--- config.mk ---
export PLATFORM = sky130hd
export DESIGN_NAME = sram_rw_arbiter
export DESIGN_NICKNAME = d
export VERILOG_FILES = /design/src/rtl/sram_rw_arbiter.sv
export SDC_FILE = /design/constraint.sdc
export NUM_CORES = 1
export LEC_CHECK = 0
export CAP_MARGIN = 5
export CORE_UTILIZATION = 25
export CTS_CLUSTER_SIZE = 25
export DETAILED_ROUTE_END_ITERATION = 16
export PLACE_DENSITY = 0.76
export REMOVE_ABC_BUFFERS = 1
export SYNTH_ARGS = -nofsm -noshare
export SYNTH_HDL_FRONTEND = slang
export SYNTH_SLANG_ARGS = --single-unit
export TNS_END_PERCENT = 5
--- constraint.sdc ---
create_clock -name clock -period 4.4 [get_ports clock]
set_input_delay 0.66 -clock clock [delete_from_list [all_inputs] [get_ports clock]]
set_output_delay 0.66 -clock clock [all_outputs]
set_load 0.01 [all_outputs]
--- src/rtl/sram_rw_arbiter.sv ---
// Round-robin write/read arbiter for one single-port RW0 SRAM with a one-entry read response buffer.
// Define SRAM_ARB_INIT_CLEAR_EN to zero-fill the whole array before init_done rises.
module sram_rw_arbiter #(
  parameter int DEPTH  = 3072,
  parameter int ADDR_W = 12,
  parameter int DATA_W = 64
) (
  input  logic              clock,
  input  logic              reset_n,
  input  logic              wr_valid,
  output logic              wr_ready,
  input  logic [ADDR_W-1:0] wr_addr,
  input  logic [DATA_W-1:0] wr_data,
  input  logic              rd_valid,
  output logic              rd_ready,
  input  logic [ADDR_W-1:0] rd_addr,
  output logic              resp_valid,
  input  logic              resp_ready,
  output logic [DATA_W-1:0] resp_data,
  output logic              resp_err,
  output logic              init_done,
  output logic [ADDR_W-1:0] sram_addr,
  output logic              sram_en,
  output logic              sram_wmode,
  output logic [DATA_W-1:0] sram_wdata,
  input  logic [DATA_W-1:0] sram_rdata
);
  typedef enum logic [1:0] {START, CLEAR, RUN} state_t;
  typedef struct packed {
    logic              err;
    logic [DATA_W-1:0] data;
  } resp_t;

  // one extra bit so DEPTH == 2**ADDR_W still compares correctly
  localparam logic [ADDR_W:0] DEPTH_X = (ADDR_W+1)'(DEPTH);

  state_t state, state_nxt;
  logic   last_wr, rd_pend, err_pend;
  resp_t  resp_q;
  logic   wr_elig, rd_elig, grant_wr, grant_rd, wr_in_rng, rd_in_rng;

  assign wr_in_rng = {1'b0, wr_addr} < DEPTH_X;
  assign rd_in_rng = {1'b0, rd_addr} < DEPTH_X;

  // a read may only start when its response has a guaranteed slot two cycles later
  assign wr_elig  = (state == RUN) && wr_valid;
  assign rd_elig  = (state == RUN) && rd_valid && !rd_pend && (!resp_valid || resp_ready);
  assign grant_wr = wr_elig && (!rd_elig || !last_wr);
  assign grant_rd = rd_elig && !grant_wr;

  assign wr_ready  = grant_wr;
  assign rd_ready  = grant_rd;
  assign init_done = (state == RUN);
  assign resp_data = resp_q.data;
  assign resp_err  = resp_q.err;

`ifdef SRAM_ARB_INIT_CLEAR_EN
  logic [ADDR_W-1:0] clear_ptr;

  always_ff @(posedge clock or negedge reset_n) begin
    if (!reset_n)              clear_ptr <= '0;
    else if (state == CLEAR)   clear_ptr <= clear_ptr + 1'b1;
    else                       clear_ptr <= '0;
  end
`endif

  always_comb begin
    state_nxt  = state;
    sram_en    = 1'b0;
    sram_wmode = 1'b0;
    sram_addr  = '0;
    sram_wdata = '0;
    case (state)
`ifdef SRAM_ARB_INIT_CLEAR_EN
      START: state_nxt = CLEAR;
      CLEAR: begin
        sram_en    = 1'b1;
        sram_wmode = 1'b1;
        sram_addr  = clear_ptr;
        if (clear_ptr == ADDR_W'(DEPTH-1)) state_nxt = RUN;
      end
`else
      START: state_nxt = RUN;
      CLEAR: state_nxt = RUN;
`endif
      RUN: begin
        // out-of-range accesses complete their handshake but never reach the macro
        if (grant_wr && wr_in_rng) begin
          sram_en    = 1'b1;
          sram_wmode = 1'b1;
          sram_addr  = wr_addr;
          sram_wdata = wr_data;
        end else if (grant_rd && rd_in_rng) begin
          sram_en    = 1'b1;
          sram_addr  = rd_addr;
        end
      end
      default: state_nxt = START;
    endcase
  end

  always_ff @(posedge clock or negedge reset_n) begin
    if (!reset_n) begin
      state      <= START;
      last_wr    <= 1'b0;
      rd_pend    <= 1'b0;
      err_pend   <= 1'b0;
      resp_valid <= 1'b0;
      resp_q     <= '0;
    end else begin
      state   <= state_nxt;
      rd_pend <= grant_rd;
      if (grant_wr)      last_wr <= 1'b1;
      else if (grant_rd) last_wr <= 1'b0;
      if (grant_rd) err_pend <= !rd_in_rng;
      // rd_pend and a pending response never overlap, so loading here never clobbers held data
      if (rd_pend) begin
        resp_valid <= 1'b1;
        resp_q     <= err_pend ? resp_t'{err: 1'b1, data: '0} : resp_t'{err: 1'b0, data: sram_rdata};
      end else if (resp_valid && resp_ready) begin
        resp_valid <= 1'b0;
      end
    end
  end
endmodule

==> metrics, run 1 <==
most frequent cell after synthesis=dfrtp_1; Die Wd=118 um; Post-DRT Antenna Nets=0; Fillers=1156; DIE AREA=13800 um^2; status=finished, final reports clean; # IOs=304; RR Startpoint=rd_pend; global-route wire length before repair=21.6 mm; Max VDD drop=0.155 mV; Int Power=0.00187 W; RSZ-0062 raised after global routing=no; NumNets Final=839; largest fanout on the critical path=76; post-cts sizing count=0; Placed Cells incl. Taps=843; Final min period=3.61 ns; P_leak=2.88 nW; final period utilization=82.1%; DP Worst Slack=0.813 ns; final setup margin=0.786 ns; syn avg cell area=8.64 um^2; GPL Wtd Cong=0.871; Netlist cell types=25; NetSw=0.000781 W; Critical Path Max Stage Delay=0.58 ns; Crit Reg-Reg Endpoint=resp_data[8]; R2R depth=5; FF-to-FF setup slack=2.18 ns; Rel. slew slack=54.9%; max-slew violation count=0; HP Class=in2async; later-pin clock latency in the skew report=0.32 ns; CTS Buffer Depth=2; combinational share of power=36.7%; Remaining Overflow, GRT=0; final core occ=53.1%; Syn Inst Count=386; Seq pwr share=35.6%; CTS tree=yes; share of layout cells above drive strength 1=4.08%; clk sink count=70; Fin Setup TNS=0 ns; DPL Wire Length=11.2 mm; CTS Root Cell=clkbuf_16; share of the synthesized area in the top cell type=52.5%; drt pass-1 iters=4; Seq/Total Area, Yosys=52.5%; number of global-route vias before repair=3740; clock network power share=27.7%; final setup vio count=0; initial core utilization=26.0%; Post-CTS Setup Bufs=0; worst path cell trace=clkdlybuf4s50_1 > nand2b_1 > a31o_2 > a21oi_4 > buf_4 > and2_1 > clkdlybuf4s50_1; Pwr Density=389 nW/um^2; total track usage=20.7%; Final Hold Fails=0; prevailing post-synth register cell=dfrtp_1; kind of critical path=in2out; DRC viols=0; PortBufs=303; sw frac=29.5%; Layout area overhead=104%; Clock transition at path regs=0.06 ns; Max-Cap Viols=0; Async SR Flop Fraction=100%; largest net degree at the start of global routing=77; Post-CTS Hold Fix Bufs=0; FF+latch count, synth=70; critical path capture point type=output port; CTS buffer count=9; Post-synth top cells=dfrtp_1, inv_1, nand2_1; 1st-iter DRT viols=202; Vias=3642; initial antenna violation count=0; H-tree lvl count=3; num rows=41; count of antenna diodes in the layout=0; Die H=118 um; Max Fclk=0.277 GHz; core area=12800 um^2; Top delay family on crit path=buffers and inverters; cell accounting for the most synthesized area=dfrtp_1; CP max stage cell=clkdlybuf4s50_1; CP arrival=2.95 ns; largest cells by area after synthesis=dfrtp_1, and2_1, o21ai_0; Vias/cell=4.24; critical path required time=3.74 ns; worst slew pin tran=0.677 ns; mapped cell area=3340 um^2; Synth Warn #=0; Critical path buffers and inverters=3; Post-synth EDFFs=0; Layout Cells excl Fill=859; final wirelength=14.3 mm; startpoint types=primary input; clk_skew=0.00751 ns; Critical Path Most Common Cell=clkdlybuf4s50_1; DR WL/cell=16.7 um
[worst reg2reg max path: stages, from the launching register on]
cell	delay [ns]
dfrtp_2	0.36
buf_4	0.49
nor2b_4	0.56
buf_4	0.47
nand2_1	0.16
o21ai_0	0.09
[through the flow]
step / total power (W) / hold slack (ns) / cell area [um^2]
after floorplan: 0.00124 / 0.364 / 3200
after global placement: 0.00190 / 0.500 / 6500
after detailed placement: 0.00193 / 0.513 / 6500
after CTS: 0.00268 / 0.387 / 6810
after global routing: 0.00280 / 0.428 / 6810
final: 0.00265 / 0.368 / 6810
[cell usage in the layout, fill, tap and decap left out]
cell type / netlist / routed
a21oi_1: 2 / 2
a21oi_4: 0 / 1
a22o_1: 10 / 10
a31o_2: 1 / 1
a41oi_1: 1 / 1
and2_1: 64 / 64
buf_2: 11 / 1
buf_4: 1 / 5
bufinv_16: 0 / 1
clkbuf_16: 0 / 9
clkbuf_8: 0 / 1
clkdlybuf4s50_1: 0 / 302
clkinv_2: 0 / 1
clkinv_4: 0 / 2
clkinvlp_4: 0 / 1
conb_1: 1 / 1
dfrtp_1: 70 / 69
dfrtp_2: 0 / 1
inv_1: 69 / 69
inv_6: 0 / 1
mux2_2: 1 / 1
nand2_1: 67 / 67
nand2b_1: 1 / 1
nor2_1: 2 / 2
nor2b_1: 3 / 2
nor2b_4: 0 / 1
nor3b_1: 1 / 1
o2111ai_1: 1 / 1
o21ai_0: 64 / 64
o22a_1: 1 / 1
o22ai_1: 1 / 1
o32a_1: 1 / 1
or2_2: 1 / 1
[how the worst max path moves through the flow]
stage,from,end,slack (ns),cells after the start
6_report,resp_ready,sram_wdata[34],0.79,7
5_1_grt,resp_ready,sram_wdata[33],0.64,7
4_1_cts,resp_ready,sram_wdata[29],0.80,7
3_5_place_dp,resp_ready,sram_wdata[29],0.81,7
3_3_place_gp,resp_ready,sram_wdata[29],0.84,7
2_1_floorplan,rd_pend,sram_addr[0],0.71,4
[layer usage]
layer  up-vias  track usage (%)  wire, um
li1       1775                -         -
met2       174             34.8      6970
met1      1686             24.7      5860
met4         0             4.09        71
met3         7             8.72      1420
met5         -                0         0
[power groups by stage]
stage	logic (W)	registers, W	clock network [W]
floorplan	0.000205	0.00104	0
global placement	0.000966	0.000938	0
detailed placement	0.000977	0.000954	0
CTS	0.000984	0.000944	0.000755
global route	0.00105	0.000965	0.000788
finish	0.000973	0.000942	0.000735
[registers in the layout, summed over array words and instances, names as in the netlist]
signal / flops
resp_data: 64
state: 1
resp_err: 1
resp_valid: 1
last_wr: 1
rd_pend: 1
err_pend: 1
[logic make-up (layout without fill, tap and decap cells)]
kind of cell / count (synthesis) / in the layout / synth area share, %
and+or+nand+nor: 139 / 139 / 20.9
DFF: 70 / 70 / 52.5
other: 1 / 1 / 0.112
buffers and inverters: 92 / 393 / 11.8
muxes: 1 / 1 / 0.338
AOI/OAI and AO/OA: 83 / 83 / 14.3
[area by class of cell]
type	instances	area [um^2]	area share, %
Clock inverter	6	68.8	1.01
Multi-Input combinational cell	224	1210	17.7
Tap cell	172	215	3.16
Timing Repair Buffer	308	3070	45.0
Sequential cell	70	1750	25.8
Clock buffer	10	239	3.51
Inverter	69	259	3.81
No activity file was read; power rests on OpenSTA's default activity.
==> run 2, diff against run 1 <==
PLACE_DENSITY = 0.78   (was 0.76)
clock period = 3 ns   (was 4.4 ns; I/O delays follow)
==> run 2 against run 1 <==
Hold slack got worse by 0.21 ns. Non-clock buffer count is 7 higher. Total power rose by 46%. Final area increased by 1.4%. Sequential power increased by 46%. Clock power rose by 40%. Count of clock-buffer cells in the layout is 3 higher. First-iteration DRC count fell by 26%. Die area stayed put. Wire length up 15%. Utilization rose by 0.74 points.
==> metrics, run 2 (synthesis gave the netlist of run 1 again) <==
Remaining Overflow, GRT=0; max-slew violation count=0; H-tree lvl count=3; CP Capture Point=sram_wdata[12]; later-pin clock latency in the skew report=0.32 ns; DIE AREA=13800 um^2; initial antenna violation count=0; number of global-route vias before repair=3963; # IOs=304; total track usage=23.9%; P_leak=3.12 nW; FF-to-FF setup slack=1.02 ns; num rows=41; RR Startpoint=rd_pend; startpoint types=primary input; CP arrival=2.47 ns; worst hold margin=0.163 ns; CTS buffer count=9; 1st-iter DRT viols=149; Die H=118 um; DRC viols=0; Final min period=2.92 ns; Pwr Density=561 nW/um^2; final setup vio count=0; critical path required time=2.55 ns; CTS Buffer Depth=2; final wirelength=16.5 mm; largest fanout on the critical path=29; Layout area overhead=107%; placed cell area=6550 um^2; count of antenna diodes in the layout=0; drt pass-1 iters=4; top layer in use=met4; most frequent cells in the layout=clkdlybuf4s50_1, inv_1, dfrtp_1, nand2_1; DR WL/cell=19.0 um; RSZ-0062 raised after global routing=no; clk_skew=0.00608 ns; power consumption=0.00387 W; GPL Wtd Cong=0.911; Vias=3745; critical path capture point type=output port; Max Fclk=0.342 GHz; PortBufs=303; Post-CTS Setup Bufs=0; status=finished, final reports clean; Crit Reg-Reg Endpoint=resp_data[59]; share of layout cells above drive strength 1=5.04%; cell area after layout=6900 um^2; core area=12800 um^2; initial core utilization=26.0%; M1 WL=6.91 mm; post-cts sizing count=0; worst slew pin tran=0.668 ns; kind of critical path=in2out; Critical Path Source=resp_ready; CTS tree=yes; largest net degree at the start of global routing=69; clk sink count=70; R2R depth=5; Die Wd=118 um; Max-Cap Viols=0; Post-DRT Antenna Nets=0; Max VDD drop=0.222 mV; DPL Wire Length=13.2 mm; CTS Root Cell=clkbuf_16; Clock transition at path regs=0.05 ns; Rel. slew slack=55.4%; Post-CTS Hold Fix Bufs=0; NumNets Final=846; WL met2=8.17 mm; most common cell after layout, fill and taps aside=clkdlybuf4s50_1; global-route wire length before repair=24.4 mm; Largest register FFs=64; Final Hold Fails=0; HP Class=in2async; Routed met3 length=1.05 mm; final period utilization=97.3%; Vias/cell=4.32
run 2: changes by cell type in the layout (fill, tap and decap cells not counted), sizes merged:
cell,before,now
inv,70,69
dlymetal6s2s,0,12
clkbuf,10,13
clkdlybuf4s50,302,290
clkinvlp,1,0
clkinv,3,2
buf,6,13
run 2: stage by stage:
step	instances	utilization (%)	worst slack [ns]	TNS, ns
after floorplan	363	-	-0.507	-65.46
after global placement	850	51.1	0.0761	0
after detailed placement	850	51.1	0.0531	0
after CTS	866	53.4	0.0365	0
after global routing	866	53.8	0.00408	0
final	866	53.8	0.0799	0
run 2: worst min path at each step:
stage,end,start
6_report,resp_data[5],reset_n
5_1_grt,resp_data[5],reset_n
4_1_cts,resp_data[5],reset_n
3_5_place_dp,resp_err,resp_err
3_3_place_gp,resp_err,resp_err
2_1_floorplan,err_pend,reset_n
run 2: where the power goes:
| group | switching, W | internal [W] |
|---|---|---|
| Combinational | 0.000601 | 0.000859 |
| Sequential | 0.000158 | 0.00122 |
| Clock | 0.000367 | 0.000667 |
run 2: worst max-delay path, stage by stage:
cell and delay [ns]:
clkdlybuf4s50_1 0.39, nand2b_2 0.21, a31o_2 0.28, a21oi_4 0.18, buf_8 0.21, and2_1 0.16, clkdlybuf4s50_1 0.59
run 2: cell type report:
cell class,instances,area (um^2)
Clock buffer,13,250
Timing Repair Buffer,315,3160
Inverter,69,259
Clock inverter,3,43.8
Fill cell,1132,5920
Multi-Input combinational cell,224,1220
Sequential cell,70,1750
Tap cell,172,215
run 2: per-layer routing:
layer  track usage, %  vias up
li1                 -     1784
met1             29.3     1754
met3             5.14       17
met2             41.9      190
met5                0        -
met4             7.21        0
==> run 3, diff against run 2 <==
CORE_MARGIN = 1   (was not set)
SLEW_MARGIN = 5   (was not set)
==> results of run 3 <==
Same layout as run 2: the final DEF is identical, and so are final timing and power.
